$ cat src/rtl/mem_arb_pkg.sv
// Shared types for the fetch/load-store memory port arbiter.
// Holds the transaction owner encoding and the round-robin pick rule.
package mem_arb_pkg;

   typedef enum logic {OWNER_IBUS = 1'b0, OWNER_DBUS = 1'b1} owner_t;

   // Lone requester wins; on contention the one that did not win last time goes.
   function automatic owner_t rr_pick(input logic   ibus_req,
                                      input logic   dbus_req,
                                      input owner_t last_owner);
      if (ibus_req && dbus_req) begin
         return (last_owner == OWNER_IBUS) ? OWNER_DBUS : OWNER_IBUS;
      end
      if (ibus_req) begin
         return OWNER_IBUS;
      end
      return OWNER_DBUS;
   endfunction

endpackage

$ cat src/rtl/arb_owner_fifo.sv
// Synchronous FIFO recording which requester owns each in-flight memory transaction.
// Push is refused when full; pop is refused when empty.
module arb_owner_fifo
   import mem_arb_pkg::*;
#(
   parameter  int DEPTH = 2,
   localparam int CNT_W = $clog2(DEPTH + 1)
) (
   input  logic             clk,
   input  logic             rst_n,
   input  logic             push,
   input  owner_t           push_owner,
   input  logic             pop,
   output logic             full,
   output logic             empty,
   output owner_t           head,
   output logic [CNT_W-1:0] count
);

   localparam int PTR_W = (DEPTH > 1) ? $clog2(DEPTH) : 1;

   owner_t           slots_q [DEPTH];
   owner_t           slots_d [DEPTH];
   logic [PTR_W-1:0] wr_ptr_q, wr_ptr_d;
   logic [PTR_W-1:0] rd_ptr_q, rd_ptr_d;
   logic [CNT_W-1:0] count_q, count_d;
   logic             do_push, do_pop;

   function automatic logic [PTR_W-1:0] ptr_inc(input logic [PTR_W-1:0] p);
      if (p == PTR_W'(DEPTH - 1)) begin
         return '0;
      end
      return p + 1'b1;
   endfunction

   assign full  = (count_q == CNT_W'(DEPTH));
   assign empty = (count_q == '0);
   assign head  = slots_q[rd_ptr_q];
   assign count = count_q;

   always_comb begin
      do_push  = push && !full;
      do_pop   = pop && !empty;
      slots_d  = slots_q;
      wr_ptr_d = wr_ptr_q;
      rd_ptr_d = rd_ptr_q;
      count_d  = count_q;
      if (do_push) begin
         slots_d[wr_ptr_q] = push_owner;
         wr_ptr_d          = ptr_inc(wr_ptr_q);
      end
      if (do_pop) begin
         rd_ptr_d = ptr_inc(rd_ptr_q);
      end
      // Simultaneous push and pop leaves the occupancy unchanged.
      unique case ({do_push, do_pop})
         2'b10:   count_d = count_q + 1'b1;
         2'b01:   count_d = count_q - 1'b1;
         default: count_d = count_q;
      endcase
   end

   always_ff @(posedge clk) begin
      slots_q <= slots_d;
   end

   always_ff @(posedge clk) begin
      if (!rst_n) begin
         wr_ptr_q <= '0;
         rd_ptr_q <= '0;
         count_q  <= '0;
      end else begin
         wr_ptr_q <= wr_ptr_d;
         rd_ptr_q <= rd_ptr_d;
         count_q  <= count_d;
      end
   end

endmodule

$ cat src/rtl/mem_bus_arbiter.sv
// Round-robin arbiter sharing one memory port between the fetch and load/store buses.
// Owners of in-flight transactions are queued so in-order responses return to the right bus.
module mem_bus_arbiter
   import mem_arb_pkg::*;
#(
   parameter int ADDR_W      = 32,
   parameter int DATA_W      = 32,
   parameter int OUTST_DEPTH = 2
) (
   input  logic                clk,
   input  logic                rst_n,
   input  logic                ibus_req,
   input  logic [ADDR_W-1:0]   ibus_addr,
   output logic                ibus_gnt,
   output logic                ibus_rvalid,
   output logic [DATA_W-1:0]   ibus_rdata,
   input  logic                dbus_req,
   input  logic                dbus_we,
   input  logic [DATA_W/8-1:0] dbus_be,
   input  logic [ADDR_W-1:0]   dbus_addr,
   input  logic [DATA_W-1:0]   dbus_wdata,
   output logic                dbus_gnt,
   output logic                dbus_rvalid,
   output logic [DATA_W-1:0]   dbus_rdata,
   output logic                mem_req,
   output logic                mem_we,
   output logic [DATA_W/8-1:0] mem_be,
   output logic [ADDR_W-1:0]   mem_addr,
   output logic [DATA_W-1:0]   mem_wdata,
   input  logic                mem_gnt,
   input  logic                mem_rvalid,
   input  logic [DATA_W-1:0]   mem_rdata,
   output logic                proto_err
);

   localparam int CNT_W = $clog2(OUTST_DEPTH + 1);

   owner_t            sel;
   logic              can_issue;
   logic              xfer;
   logic              pop;
   owner_t            last_owner_q, last_owner_d;
   logic              proto_err_q, proto_err_d;
   logic              ibus_rvalid_q, ibus_rvalid_d;
   logic              dbus_rvalid_q, dbus_rvalid_d;
   logic [DATA_W-1:0] ibus_rdata_q, ibus_rdata_d;
   logic [DATA_W-1:0] dbus_rdata_q, dbus_rdata_d;
   logic              fifo_full;
   logic              fifo_empty;
   owner_t            fifo_head;
   logic [CNT_W-1:0]  fifo_count;

   arb_owner_fifo #(
      .DEPTH(OUTST_DEPTH)
   ) u_owner_fifo (
      .clk       (clk),
      .rst_n     (rst_n),
      .push      (xfer),
      .push_owner(sel),
      .pop       (pop),
      .full      (fifo_full),
      .empty     (fifo_empty),
      .head      (fifo_head),
      .count     (fifo_count)
   );

   // Issue: fullness comes from the registered count, so a same-cycle pop frees nothing.
   always_comb begin
      sel       = rr_pick(ibus_req, dbus_req, last_owner_q);
      can_issue = (fifo_count < CNT_W'(OUTST_DEPTH));
      mem_req   = rst_n && can_issue && (ibus_req || dbus_req);
      xfer      = mem_req && mem_gnt;
      ibus_gnt  = xfer && (sel == OWNER_IBUS);
      dbus_gnt  = xfer && (sel == OWNER_DBUS);
      mem_we    = 1'b0;
      mem_be    = '1;
      mem_addr  = ibus_addr;
      mem_wdata = '0;
      if (sel == OWNER_DBUS) begin
         mem_we    = dbus_we;
         mem_be    = dbus_be;
         mem_addr  = dbus_addr;
         mem_wdata = dbus_wdata;
      end
      last_owner_d = xfer ? sel : last_owner_q;
   end

   // Response: route to the FIFO head's owner; an unexpected response only raises the error.
   always_comb begin
      pop           = mem_rvalid && !fifo_empty;
      ibus_rvalid_d = pop && (fifo_head == OWNER_IBUS);
      dbus_rvalid_d = pop && (fifo_head == OWNER_DBUS);
      ibus_rdata_d  = ibus_rdata_q;
      dbus_rdata_d  = dbus_rdata_q;
      if (ibus_rvalid_d) begin
         ibus_rdata_d = mem_rdata;
      end
      if (dbus_rvalid_d) begin
         dbus_rdata_d = mem_rdata;
      end
      proto_err_d = proto_err_q || (mem_rvalid && fifo_empty);
   end

   always_ff @(posedge clk) begin
      if (!rst_n) begin
         last_owner_q  <= OWNER_DBUS;
         proto_err_q   <= 1'b0;
         ibus_rvalid_q <= 1'b0;
         dbus_rvalid_q <= 1'b0;
         ibus_rdata_q  <= '0;
         dbus_rdata_q  <= '0;
      end else begin
         last_owner_q  <= last_owner_d;
         proto_err_q   <= proto_err_d;
         ibus_rvalid_q <= ibus_rvalid_d;
         dbus_rvalid_q <= dbus_rvalid_d;
         ibus_rdata_q  <= ibus_rdata_d;
         dbus_rdata_q  <= dbus_rdata_d;
      end
   end

   assign ibus_rvalid = ibus_rvalid_q;
   assign dbus_rvalid = dbus_rvalid_q;
   assign ibus_rdata  = ibus_rdata_q;
   assign dbus_rdata  = dbus_rdata_q;
   assign proto_err   = proto_err_q;

   no_issue_when_full: assert property (@(posedge clk) disable iff (!rst_n) fifo_full |-> !mem_req);

endmodule

$ cat config.mk
export PLATFORM = sky130hd
export DESIGN_NAME = mem_bus_arbiter
export DESIGN_NICKNAME = d
export VERILOG_FILES = /design/src/rtl/mem_arb_pkg.sv /design/src/rtl/arb_owner_fifo.sv /design/src/rtl/mem_bus_arbiter.sv
export SDC_FILE = /design/constraint.sdc
export NUM_CORES = 1
export LEC_CHECK = 0
export CAP_MARGIN = 20
export CORE_AREA = 2 2 107 109
export DETAILED_ROUTE_END_ITERATION = 10
export DIE_AREA = 0 0 109 111
export DONT_BUFFER_PORTS = 1
export PLACE_DENSITY = 0.58
export SLEW_MARGIN = 10
export SYNTH_ARGS = -nofsm -noshare
export SYNTH_HDL_FRONTEND = slang
export SYNTH_HIERARCHICAL = 1
export SYNTH_SLANG_ARGS = --single-unit
$ cat constraint.sdc
create_clock -name clk -period 3 [get_ports clk]
set_clock_uncertainty 0.05 [all_clocks]
set_input_delay 0.3 -clock clk [delete_from_list [all_inputs] [get_ports clk]]
set_output_delay 0.3 -clock clk [all_outputs]
set_load 0.02 [all_outputs]
* Word level (Yosys, flattened, before mapping)
Index checks and enable logic that the tools add are counted.
Widths: inputs -> output; s select.
** Word-level totals
- Flip-flop bits (word level) :: 74
- Bits of input ports :: 139
- Logic and storage cells :: 72
** Operators by class
- $add $sub $neg :: 4
- Order comparisons :: 4
- Equal/unequal tests :: 3
- Multiplexer cells :: 27
- Bitwise gates (word level) :: 4
- Reductions and logical operators :: 19
** Operators with widths (count)
- $mux 32 :: 2
- $mux 1 :: 21
- $logic_and 1x1->1 :: 13
- $eq 2x2->1 const B :: 2
- $ge 2x2->1 const B :: 2
- $mux 4 :: 1
- $not 1->2 :: 2
- $pmux 2 s2 :: 1
- $add 1x1->1 const B :: 2
- $add 2x1->2 const B :: 1
- $bwmux 2 :: 1
- $eq 2x1->1 const B :: 1
- $logic_not 1->1 :: 2
- $logic_not 2->1 :: 1
- $logic_or 1x1->1 :: 2
- $lt 2x1->1 const B :: 1
- $lt 2x2->1 const B :: 1
- $not 1->1 :: 2
- $reduce_bool 2->1 :: 1
- $sub 2x1->2 const B :: 1
- $demux 1 s1 :: 1

* Logic depth before layout (Yosys ltp)
Gate-level depths: netlist (run 1).
- Word-level depth :: 7
- Mapped depth :: 8

* By module
The synthesis (run 1) kept the hierarchy.
** Modules (own cells, without submodules)
- mem_bus_arbiter :: times used 1, cells each 385, area each 3329.4 um^2
- arb_owner_fifo :: times used 1, cells each 28, area each 275.3 um^2

* Worst setup path before layout (run 1)
No wires, ideal clock.
- Path kind :: input port to flip-flop
- Start point :: input port rst_n
- End point :: register u_owner_fifo.count_q[1] (netlist: u_owner_fifo/count[1])
- Library setup time :: 70 ps
- Arrival :: 2107 ps
- Required time :: 2880 ps
- Slack :: 773 ps
- Stages :: 7
- Cells stage by stage :: buf_2 nor3b_1 and2_1 nand2_1 ha_1 or3_1 a21oi_1
** On the way
- Longest elaborated chain between the ends :: 6
- Elaborated cells between the ends (all ways) :: 8
- Classes of those cells :: eq/ne: 2; mux: 1; reduce/logical: 5
** RTL lines
- from (decl) :: line mem_bus_arbiter.sv:11 : input logic rst_n,
- $logic_and 1x1->1 (*) (2 in series) :: line mem_bus_arbiter.sv:71 : mem_req = rst_n && can_issue && (ibus_req || dbus_req);
- named net mem_req :: line mem_bus_arbiter.sv:25 : output logic mem_req,
- $logic_and 1x1->1 (*) :: line mem_bus_arbiter.sv:72 : xfer = mem_req && mem_gnt;
- named net xfer :: line mem_bus_arbiter.sv:40 : logic xfer;
- $logic_and 1x1->1 (*) :: line arb_owner_fifo.sv:42 : do_push = push && !full;
- $eq 2x1->1 or $eq 2x2->1 (tied branches) :: line arb_owner_fifo.sv:56 : unique case ({do_push, do_pop})
- $pmux 2 s2 or $reduce_bool 2->1 (tied branches)
- to (signal assigned) :: line arb_owner_fifo.sv:75 : count_q <= count_d;
- to (decl) :: line arb_owner_fifo.sv:26 : logic [CNT_W-1:0] count_q, count_d;
The timed path passes the listed nets; every way through them passes the cells marked *.
A chain may end at the register's enable or synchronous reset.

* Worst setup path in the final report (run 1)
- Start point :: register u_owner_fifo.count_q[1] (netlist: u_owner_fifo/count[1])
- End point :: output port dbus_gnt
** On the way
- Longest elaborated chain between the ends :: 5
** RTL lines
- $lt 2x2->1 :: line mem_bus_arbiter.sv:70 : can_issue = (fifo_count < CNT_W'(OUTST_DEPTH));
- $logic_and 1x1->1 (2 in series) :: line mem_bus_arbiter.sv:71
- $logic_and 1x1->1 :: line mem_bus_arbiter.sv:72
- $logic_and 1x1->1 :: line mem_bus_arbiter.sv:74 : dbus_gnt = xfer && (sel == OWNER_DBUS);
- to (decl) :: line mem_bus_arbiter.sv:22 : output logic dbus_gnt,
No other way between the ends.

==> results of run 1 <==
[cells in the final DEF, fill, tap and decap left out, drive strengths merged, types with 2 or more instances in the layout]
cell    Yosys  layout
dfxtp      72      72
o21ai      68      68
nand2      67      67
nand3      64      64
and2       34      34
mux2       33      33
diode       0      12
clkbuf     13      11
nor2        6       6
inv         5       6
nand2b      5       5
a21oi       4       4
nor2b       3       3
and3        3       3
buf        23       3
clkinv      0       2
or3         2       2
xnor2       2       2
edfxtp      2       2
[worst max-delay path, stage by stage (launching register included)]
cell and delay (ns):
sky130_fd_sc_hd__dfxtp_1 0.38, sky130_fd_sc_hd__nor2b_1 0.25, sky130_fd_sc_hd__nand2_1 0.12, sky130_fd_sc_hd__a211oi_1 0.68
[through the flow]
step	worst slack [ns]	std cells	area (um2)	util [%]
2_1_floorplan	0.773	413	3600	-
3_3_place_gp	1.06	523	3600	32.5
3_5_place_dp	1.00	523	3600	32.5
4_1_cts	0.903	537	3860	34.8
5_1_grt	0.801	541	3870	34.9
6_report	0.903	549	3890	35.1
[per-layer routing]
metal  wire, um  global-route usage [%]  vias up
met5        129                       0        -
met4        303                    7.69       20
met3       2080                    16.2       35
met2       6490                    34.5      165
met1       4730                    22.8     1283
li1           -                       -     1384
[logic make-up (layout without fill, tap and decap cells)]
logic type,count (synthesis),count (layout),synth area share [%]
simple gates,187,187,26.5
compound gates,74,74,14.1
other cells,0,12,0
mux,33,33,10.3
xor+xnor,3,3,0.729
buf+inv,41,22,6.39
flops,74,74,41.7
fa+ha+maj,1,1,0.347
[worst max path at each step]
stage	startpoint	end	slack (ns)	cells after the start
after global placement	u_owner_fifo/rd_ptr_q	ibus_rdata[1]	1.06	4
after CTS	u_owner_fifo/count[1]	dbus_gnt	0.90	3
after global routing	u_owner_fifo/count[1]	dbus_rdata[3]	0.80	3
after floorplan	rst_n	u_owner_fifo/count[1]	0.77	7
after detailed placement	u_owner_fifo/count[1]	dbus_rdata[3]	1.00	3
final	u_owner_fifo/count[1]	dbus_gnt	0.90	3
[power groups by stage]
stage | logic (uW) | clock network [uW] | registers, uW
3_3_place_gp | 314 | 0 | 1100
4_1_cts | 320 | 985 | 1080
5_1_grt | 334 | 1030 | 1080
2_1_floorplan | 292 | 0 | 1090
6_report | 316 | 957 | 1080
3_5_place_dp | 319 | 0 | 1100
[final cells by class]
type / instances / share of cell area, %
multi-input combinational: 298 / 48.3
sequential: 74 / 38.6
clock buffer: 11 / 6.24
timing repair buffer: 3 / 0.579
tap: 143 / 4.60
inverter: 5 / 0.483
clock inverter: 3 / 0.418
antenna: 12 / 0.772
[sequential cells by signal (all words and copies together) (netlist names)]
register	flops
last_owner_q	1
ibus_rdata	32
u_owner_fifo/slots_q	2
u_owner_fifo/wr_ptr_q	1
u_owner_fifo/rd_ptr_q	1
dbus_rvalid	1
proto_err	1
ibus_rvalid	1
dbus_rdata	32
u_owner_fifo/count	2
==> out/qor_table.md, run 1 <==
| Item | Reported | Unit |
| --- | --- | --- |
| Number of stages on the worst hold path | 1 | - |
| Top-area cell type share of the netlist area | 40.0 | % |
| Final Max Tran Viols | 0 | - |
| Number of clock sinks | 74 | - |
| Flip-flop and latch count after synthesis | 74 | - |
| Data arrival time at the worst-slack endpoint | 1.75 | ns |
| Unrepaired setup endpoints after global routing | no | - |
| Top post-synthesis cells by area | sky130_fd_sc_hd__dfxtp_1 40%, sky130_fd_sc_hd__mux2_2 10%, sky130_fd_sc_hd__nand3_1 7.8% | - |
| Mapped cell area | 3600 | um2 |
| Cell chosen for the clock root | sky130_fd_sc_hd__clkbuf_16 | - |
| Antenna violation net count after detailed routing | 0 | - |
| Cell with the most instances after synthesis | sky130_fd_sc_hd__dfxtp_1 | - |
| Worst hold slack after final layout | 0.0375 | ns |
| Vias in the first global route | 2549 | - |
| Area enclosed by the die boundary | 12100 | um2 |
| Register share of total power | 45.8 | % |
| Net switching power of the design | 669 | uW |
| DPL Wire Length | 11200 | um |
| First-pass GRT wire length | 18300 | um |
| Detailed Routing Iterations Pass 1 | 5 | - |
| Count of final setup violators | 0 | - |
| Path type of the worst min-delay path | in -> reg | - |
| Postcts setup bufs | 0 | - |
| Total of cells resized after clock tree synthesis | 0 | - |
| Effective utilization at floorplan | 32.5 | % |
| Reg2Reg Depth | 7 | - |
| Drt total wl | 13700 | um |
| Cell accounting for the most synthesized area | sky130_fd_sc_hd__dfxtp_1 | - |
| DRC errors left | 0 | - |
| Number of synthesized flops with an enable pin | 2 | - |
| CTS tree | done | - |
| Worst Path Class, Setup | reg -> out | - |
| Leak Pwr | 0.00137 | uW |
| Setup slack, reg-to-reg | 1.01 | ns |
| Antenna violations before repair | 21 | - |
| Count of endpoints failing hold in the final timing report | 0 | - |
| Vertical extent of the die | 111 | um |
| Ratio of routed vias to standard cells | 5.26 | - |
| Area of the multi-input gates | 1880 | um2 |
| H-tree levels | 3 | - |
| Switching fraction of total power | 28.5 | % |
| Status | completed | - |
| Reg-to-Reg End | u_owner_fifo/count[1] | - |
| Setup crit end kind | primary output | - |
| Async S/R FF share, synth | 0 | % |
| Transition at the pin with the smallest max-transition slack | 1.01 | ns |
| Critical Path RT | 2.65 | ns |
| Final Cycle Share | 69.9 | % |
| Max FO, Critical Path | 7 | - |
| Hold Crit Start | rst_n | - |
| Crit path launch type | flop | - |
| Synthesized Nets | 553 | - |
| Proportion of layout cells with a drive suffix above 1 | 23.9 | % |
| Power Density | 604 | nW/um2 |
| Routed wirelength normalized by instance count | 25.0 | um |
| Top achievable clock speed | 477 | MHz |
| Relative contribution of combinational cells to total power | 13.4 | % |
| Warning count from the yosys run | 6 | - |
| Filler Cells Inserted | 1136 | - |
| Number of design-rule violations left by the first detailed-router iteration | 274 | - |
| Post-synthesis cell type count | 32 | - |
| Total GRT Usage | 22.1 | % |
| Synth Instances | 413 | - |
| Cts hold-fix bufs | 0 | - |
| Core footprint | 11100 | um2 |
| Power share of the clock group | 40.8 | % |
| Clock buffer count from CTS | 9 | - |
| Count of nets after finishing | 531 | - |
| Final min period | 2.10 | ns |
| Area used by sequential logic in the layout | 1500 | um2 |
| GP Congestion | 0.785 | - |
| Cell-internal power | 1680 | uW |
| Worst Hold Endpoint | last_owner_q | - |
| Maximum number of pins on one net before global-route repair | 136 | - |
| Ranking of synthesized cells by instance count | 72 x sky130_fd_sc_hd__dfxtp_1, 67 x sky130_fd_sc_hd__nand2_1, 56 x sky130_fd_sc_hd__nand3_1 | - |
| Avg Cell Area, Syn | 8.73 | um2 |
| Top-level port count | 278 | - |
| Clock latency of the later-clocked register in the worst-skew pair | 0.32 | ns |
| Number of maximum-capacitance violations | 0 | - |
| Startpoint of the most critical register-to-register path | u_owner_fifo/count[1] | - |
| Predominant post-synthesis flop cell | sky130_fd_sc_hd__dfxtp_1 | - |
| Post-Route Setup TNS | 0 | ns |
| Area added between synthesis and finish | 7.84 | % |
| Number of standard-cell rows in the floorplan | 39 | - |
| Worst slew slack as a fraction of its limit | 32.6 | % |
| IO Port Bufs | 0 | - |
| DIE WIDTH | 109 | um |
| Register clock-pin slew on the reported worst setup and hold paths | 0.05 | ns |
| Total power after layout | 2350 | uW |
| DR vias | 2887 | - |
| Worst IR drop on VDD | 0.000346 | V |
| Number of buffers on the longest clock path | 2 | - |
| Global route total overflow | 0 | - |
| Share of the yosys chip area belonging to registers | 41.7 | % |
Note: power is estimated with default switching activity, not from simulation.
==> run 2, diff against run 1 <==
PLACE_DENSITY = 0.59   (was 0.58)
clock period = 1.8 ns   (was 3 ns; I/O delays follow)
==> run 2 against run 1 <==
Net effect:
- the flow now finishes with violations (hold timing, setup timing)
- critical path depth is 1 higher
- flip-flop and latch count did not move
- die area did not move
- global-route usage up 0.067 points
- first-iteration DRC count up 24%
- via count up 23%
- sequential power grew 66%
- clock power is 87% higher
- utilization increased by 12 points
- critical path type unchanged
==> out/qor_table.md, run 2 (synthesis gave the netlist of run 1 again) <==
| Item | Reported | Unit | Change |
| --- | --- | --- | --- |
| DIE WIDTH | 109 | um | unchanged |
| Unrepaired setup endpoints after global routing | yes | - |  |
| Area enclosed by the die boundary | 12100 | um2 | unchanged |
| Core footprint | 11100 | um2 | unchanged |
| Core Util, Final | 47.5 | % | +12 points |
| Detailed Routing Iterations Pass 1 | 4 | - | -1 |
| Antenna violations before repair | 5 | - | -76% |
| Power Density | 848 | nW/um2 | +40% |
| First-pass GRT wire length | 19200 | um | +5.0% |
| Commonest non-fill, non-tap cell in the layout | sky130_fd_sc_hd__dlygate4sd3_1 | - |  |
| CTS tree | done | - |  |
| Status | finished, violations left | - |  |
| Drt total wl | 15600 | um | +14% |
| Max FO, Critical Path | 34 | - | +27 |
| Number of clock sinks | 74 | - | unchanged |
| Post-detailed-placement cell area | 3900 | um2 | +8.3% |
| Final Cycle Share | 102 | % |  |
| DRC errors left | 0 | - | unchanged |
| Global route total overflow | 0 | - | unchanged |
| Number of standard-cell rows in the floorplan | 39 | - | unchanged |
| Effective utilization at floorplan | 32.5 | % | unchanged |
| Worst hold slack after final layout | -0.0189 | ns | -0.0564 ns |
| Crit path launch type | flop | - |  |
| Path type of the worst min-delay path | in -> reg | - |  |
| Final min period | 1.83 | ns |  |
| Leak Pwr | 0.00206 | uW | +51% |
| Antenna violation net count after detailed routing | 0 | - | unchanged |
| Proportion of layout cells with a drive suffix above 1 | 29.3 | % | +5.4 points |
| Setup crit end kind | primary output | - |  |
| Worst slew slack as a fraction of its limit | 58.1 | % | +25 points |
| Transition at the pin with the smallest max-transition slack | 0.627 | ns | -0.383 ns |
| Violations in the final reports | hold timing, setup timing | - |  |
| Ratio of routed vias to standard cells | 5.43 | - | +3.2% |
| Area added between synthesis and finish | 45.8 | % |  |
| Post-Route Setup TNS | -0.0512 | ns | -0.0512 ns |
| Filler Cells Inserted | 1004 | - | -12% |
| Top-level port count | 278 | - | unchanged |
| Number of buffers on the longest clock path | 2 | - | unchanged |
| Vertical extent of the die | 111 | um | unchanged |
| Number of maximum-capacitance violations | 0 | - | unchanged |
| Final std cells w/o fill | 653 | - | +19% |
| Routed wirelength normalized by instance count | 23.9 | um | -4.6% |
| Clock buffer count from CTS | 9 | - | unchanged |
| Top achievable clock speed | 546 | MHz |  |
| Crit path setup slack, layout | -0.0332 | ns | -0.936 ns |
| Data arrival time at the worst-slack endpoint | 1.60 | ns | -0.15 ns |
| Count of endpoints failing hold in the final timing report | 2 | - | +2 |
| Most frequent cells in the layout | 73 x sky130_fd_sc_hd__dlygate4sd3_1, 70 x sky130_fd_sc_hd__dfxtp_1, 67 x sky130_fd_sc_hd__nand2_1 | - |  |
| Number of design-rule violations left by the first detailed-router iteration | 340 | - | +24% |
| H-tree levels | 3 | - | unchanged |
| Worst IR drop on VDD | 0.000512 | V | +48% |
| Post-placement cell count | 556 | - | +6.3% |
| DPL Wire Length | 10100 | um | -9.9% |
| Worst Path Class, Setup | reg -> out | - |  |
| Final instance area | 5260 | um2 | +35% |
| Total GRT Usage | 22.2 | % | +0.067 points |
| Cell chosen for the clock root | sky130_fd_sc_hd__clkbuf_16 | - |  |
| Final Max Tran Viols | 0 | - | unchanged |
| IO Port Bufs | 0 | - | unchanged |
| Register clock-pin slew on the reported worst setup and hold paths | 0.06 | ns | about the same |
| GP Congestion | 0.975 | - | +24% |
| Clock latency of the later-clocked register in the worst-skew pair | 0.33 | ns | about the same |
| Setup WS pre-CTS | 0.0371 | ns | -0.964 ns |
| Count of nets after finishing | 645 | - | +21% |
| Vias in the first global route | 3138 | - | +23% |
| DR vias | 3543 | - | +23% |
| Maximum number of pins on one net before global-route repair | 136 | - | unchanged |
| Critical Path RT | 1.57 | ns | -1.08 ns |
| Count of final setup violators | 3 | - | +3 |
-- run 2: changes by cell type in the layout (fill, tap and decap cells not counted), moves of 3 or more --
| cell | change |
|---|---|
| sky130_fd_sc_hd__mux2_2 | -32 |
| sky130_fd_sc_hd__and2_4 | +6 |
| sky130_fd_sc_hd__buf_16 | +3 |
| sky130_fd_sc_hd__dlygate4sd3_1 | +73 |
| sky130_fd_sc_hd__and2_1 | -6 |
| sky130_fd_sc_hd__mux2_4 | +32 |
| sky130_fd_sc_hd__diode_2 | -11 |
| sky130_fd_sc_hd__buf_4 | +32 |
| sky130_fd_sc_hd__clkbuf_16 | +3 |
-- run 2: through the flow --
stage / total power [uW] / hold WS (ns)
3_5_place_dp: 2410 / 0.227
3_3_place_gp: 2400 / 0.228
2_1_floorplan: 2300 / 0.260
4_1_cts: 4370 / -0.0763
6_report: 4460 / -0.0189
5_1_grt: 4620 / 0.000292
-- run 2: path summary, 6_finish.rpt --
kind | cells past startpoint | slack [ns] | end | startpoint
hold / removal | 2 | -0.02 | dbus_rdata[3] | rst_n
setup / recovery | 4 | -0.03 | mem_wdata[31] | last_owner_q
hold reg to reg | 2 | 0.44 | u_owner_fifo/wr_ptr_q | u_owner_fifo/wr_ptr_q
setup reg to reg | 6 | 0.07 | u_owner_fifo/count[1] | u_owner_fifo/count[1]
-- run 2: routing by layer --
layer / global-route usage, % / routed length, um / vias up
met5: 0 / 27 / -
met4: 6.67 / 223 / 4
met3: 10.1 / 1590 / 24
met2: 33.5 / 6990 / 213
met1: 28.1 / 6760 / 1704
li1: - / - / 1598
-- run 2: worst max-delay path, stage by stage (launching register included) --
cell and delay (ns):
sky130_fd_sc_hd__dfxtp_2 0.35, sky130_fd_sc_hd__o21ai_4 0.17, sky130_fd_sc_hd__bufbuf_16 0.33, sky130_fd_sc_hd__and2_1 0.24, sky130_fd_sc_hd__buf_4 0.18
-- run 2: what timing repair did --
| item | CTS | global route |
|---|---|---|
| hold buffers | 69 | 5 |
| resized for setup | 5 | 39 |
| setup endpoints to repair | 38 | 51 |
| cloned | 2 | 3 |
| pin swaps | 1 | 2 |
| endpoints found under the hold margin | 72 | 35 |
| buffers inserted | 1 | 1 |
-- run 2: power by group --
part | switching [uW] | internal [uW] | leakage, uW
registers | 92.7 | 1700 | 0.000601
clock network | 686 | 1110 | 0.000146
logic | 468 | 406 | 0.00132
total | 1250 | 3210 | 0.00206
-- run 2: area by class of cell --
class	count	area (um2)	share of cell area (%)
clock buffers	11	243	4.62
flip-flops and latches	74	1500	28.6
clock inverters	4	50.0	0.952
inverters	5	18.8	0.357
repair buffers	117	1220	23.3
well taps	143	179	3.40
diodes	1	2.50	0.0476
multi-input cells	298	2040	38.7
==> run 3, diff against run 2 <==
PLACE_DENSITY = 0.58   (was 0.59)
clock period = 2.3 ns   (was 1.8 ns; I/O delays follow)
==> run 3 against run 2 <==
Net effect:
- the run now ends clean
- critical path type is now reg -> reg
- global-route usage increased by 2.0 points
- utilization down 7.6 points
- final cell count shrank 7.0%
- highest routed layer unchanged
- routed wire length fell by 2.9%
- design area decreased by 16%
- clock power fell by 28%
- critical path depth is 2 higher
- flip-flop and latch count stayed put
- count of clock-buffer cells in the layout increased by 3
- register-to-register slack better by 0.18 ns
- sequential power decreased by 22%
- largest power group unchanged
- hold slack improved by 0.026 ns
==> out/qor_table.md, run 3 (synthesis gave the netlist of run 1 again) <==
| Item | Reported | Unit | Change |
| --- | --- | --- | --- |
| Worst Hold Endpoint | dbus_rdata[17] | - |  |
| Count of endpoints failing hold in the final timing report | 0 | - | -2 |
| H-tree levels | 3 | - | unchanged |
| IO Port Bufs | 0 | - | unchanged |
| Core footprint | 11100 | um2 | unchanged |
| Total GRT Usage | 24.2 | % | +2.0 points |
| Proportion of layout cells with a drive suffix above 1 | 24.2 | % | -5.1 points |
| Global route total overflow | 0 | - | unchanged |
| Antenna violations before repair | 23 | - | +18 |
| Drt total wl | 15100 | um | -2.9% |
| DPL Wire Length | 11200 | um | +11% |
| Worst IR drop on VDD | 0.000403 | V | -21% |
| Crit path launch type | flop | - |  |
| Number of buffers on the longest clock path | 2 | - | unchanged |
| Area enclosed by the die boundary | 12100 | um2 | unchanged |
| DIE WIDTH | 109 | um | unchanged |
| Critical Path RT | 2.51 | ns | +0.94 ns |
| Antenna violation net count after detailed routing | 0 | - | unchanged |
| Setup slack, reg-to-reg | 0.25 | ns | +0.18 ns |
| Worst slew slack as a fraction of its limit | 32.1 | % | -26 points |
| Power Density | 725 | nW/um2 | -15% |
| Status | completed | - |  |
| Max FO, Critical Path | 7 | - | -79% |
| Area added between synthesis and finish | 22.6 | % |  |
| Hold Crit Start | rst_n | - |  |
| Switching fraction of total power | 29.0 | % | +1.0 points |
| Post-Route Setup TNS | 0 | ns | +0.0512 ns |
| GP Congestion | 0.794 | - | -19% |
| Maximum number of pins on one net before global-route repair | 65 | - | -52% |
| Top-level port count | 278 | - | unchanged |
| Number of stages on the worst hold path | 2 | - | unchanged |
| Power share of the clock group | 39.8 | % | -0.4 points |
| Leak Pwr | 0.00161 | uW | -22% |
| Vias in the first global route | 2951 | - | -6.0% |
| Cell chosen for the clock root | sky130_fd_sc_hd__clkbuf_16 | - |  |
| Clock latency of the later-clocked register in the worst-skew pair | 0.33 | ns | about the same |
| Clock buffer count from CTS | 9 | - | unchanged |
| Count of final setup violators | 0 | - | -3 |
| Ratio of routed vias to standard cells | 5.19 | - | -4.4% |
| DRC errors left | 0 | - | unchanged |
| Number of design-rule violations left by the first detailed-router iteration | 292 | - | -14% |
| Total power after layout | 3200 | uW | -28% |
| Final min period | 2.05 | ns |  |
| Startpoint of the most critical register-to-register path | u_owner_fifo/count[1] | - |  |
| Number of standard-cell rows in the floorplan | 39 | - | unchanged |
| Register clock-pin slew on the reported worst setup and hold paths | 0.06 | ns | about the same |
| Worst hold slack after final layout | 0.00695 | ns | +0.0259 ns |
| Final Cycle Share | 89.2 | % |  |
| Net switching power of the design | 929 | uW | -25% |
| Commonest non-fill, non-tap cell in the layout | sky130_fd_sc_hd__dfxtp_1 | - |  |
| Unrepaired setup endpoints after global routing | no | - |  |
| Detailed Routing Iterations Pass 1 | 4 | - | unchanged |
| Top achievable clock speed | 488 | MHz |  |
| Count of nets after finishing | 586 | - | -9.1% |
| Total of cells resized after clock tree synthesis | 0 | - | -5 |
| Postcts setup bufs | 0 | - | -1 |
| Setup WS pre-CTS | 0.288 | ns | +0.251 ns |
| First-pass GRT wire length | 20200 | um | +5.3% |
| Worst Path Class, Setup | reg -> reg | - |  |
| Number of clock sinks | 74 | - | unchanged |
| Relative contribution of combinational cells to total power | 16.4 | % | -3.2 points |
| Vertical extent of the die | 111 | um | unchanged |
| Final Max Tran Viols | 0 | - | unchanged |
| Cell-internal power | 2270 | uW | -29% |
| Reg2Reg Depth | 6 | - | unchanged |
| Routed wirelength normalized by instance count | 24.9 | um | +4.4% |
| Path type of the worst min-delay path | in -> reg | - |  |
| CTS tree | done | - |  |
| Data arrival time at the worst-slack endpoint | 2.26 | ns | +0.66 ns |
| Most frequent cells in the layout | 72 x sky130_fd_sc_hd__dfxtp_1, 67 x sky130_fd_sc_hd__nand2_1, 56 x sky130_fd_sc_hd__nand3_1 | - |  |
| Crit path setup slack, layout | 0.249 | ns | +0.282 ns |
| Number of maximum-capacitance violations | 0 | - | unchanged |
| Cts hold-fix bufs | 40 | - | -42% |
| Transition at the pin with the smallest max-transition slack | 1.02 | ns | +0.392 ns |
| Reg-to-Reg End | u_owner_fifo/count[1] | - |  |
| Register share of total power | 43.8 | % | +3.6 points |
| DR vias | 3150 | - | -11% |
| Effective utilization at floorplan | 32.5 | % | unchanged |
| Setup crit end kind | flop | - |  |
-- run 3: cell count changes in the layout (fill, tap and decap cells not counted), moves of 2 or more --
| cell | change |
|---|---|
| sky130_fd_sc_hd__dlygate4sd3_1 | -34 |
| sky130_fd_sc_hd__mux2_2 | +32 |
| sky130_fd_sc_hd__mux2_4 | -32 |
| sky130_fd_sc_hd__buf_4 | -17 |
| sky130_fd_sc_hd__diode_2 | +12 |
| sky130_fd_sc_hd__and2_1 | +6 |
| sky130_fd_sc_hd__and2_4 | -6 |
| sky130_fd_sc_hd__buf_16 | -3 |
| sky130_fd_sc_hd__clkbuf_1 | +3 |
| sky130_fd_sc_hd__clkbuf_16 | -3 |
| sky130_fd_sc_hd__dfxtp_1 | +2 |
| sky130_fd_sc_hd__dfxtp_2 | -2 |
| sky130_fd_sc_hd__nor2b_1 | +2 |
| sky130_fd_sc_hd__nor2b_2 | -2 |
-- run 3: final cells by class --
type,count,area [um2]
fill,1105,6660
tap,143,179
clock buffer,14,254
timing repair buffer,58,546
antenna,13,32.5
clock inverter,2,11.3
multi-input combinational,298,1880
sequential,74,1500
inverter,5,18.8
-- run 3: how the worst max path moves through the flow --
stage,from,endpoint,cells after the start
2_1_floorplan,rst_n,u_owner_fifo/count[1],7
3_3_place_gp,u_owner_fifo/rd_ptr_q,ibus_rdata[9],4
3_5_place_dp,u_owner_fifo/count[1],u_owner_fifo/count[1],6
4_1_cts,u_owner_fifo/count[1],u_owner_fifo/count[1],6
5_1_grt,u_owner_fifo/count[1],dbus_rdata[29],3
6_report,u_owner_fifo/count[1],u_owner_fifo/count[1],6
-- run 3: stage by stage --
| stage | utilization [%] | std cells | cell area [um2] |
|---|---|---|---|
| after floorplan | - | 413 | 3600 |
| after global placement | 33.5 | 538 | 3710 |
| after detailed placement | 33.5 | 538 | 3710 |
| after CTS | 39.6 | 594 | 4390 |
| after global routing | 39.7 | 599 | 4400 |
| final | 39.9 | 607 | 4420 |
-- run 3: power groups by stage --
stage | sequential, uW | clock [uW] | combinational, uW
2_1_floorplan | 1420 | 0 | 381
3_3_place_gp | 1430 | 0 | 428
3_5_place_dp | 1430 | 0 | 433
4_1_cts | 1400 | 1310 | 528
5_1_grt | 1410 | 1360 | 551
6_report | 1400 | 1280 | 525
-- run 3: routing by layer --
metal  up-vias  track usage (%)  part of all wire, %
li1       1503                -                    -
met1      1442             24.2                   35
met2       165             40.5                   50
met3        24             16.2                   13
met4        16             6.67                 0.71
met5         -                0                 0.69
-- run 3: critical path, stage by stage (launching register included) --
cell and delay (ns):
sky130_fd_sc_hd__dfxtp_1 0.37, sky130_fd_sc_hd__nor3b_1 0.41, sky130_fd_sc_hd__and2_1 0.23, sky130_fd_sc_hd__nand2_1 0.07
sky130_fd_sc_hd__ha_1 0.32, sky130_fd_sc_hd__or3_1 0.38, sky130_fd_sc_hd__a21oi_1 0.15
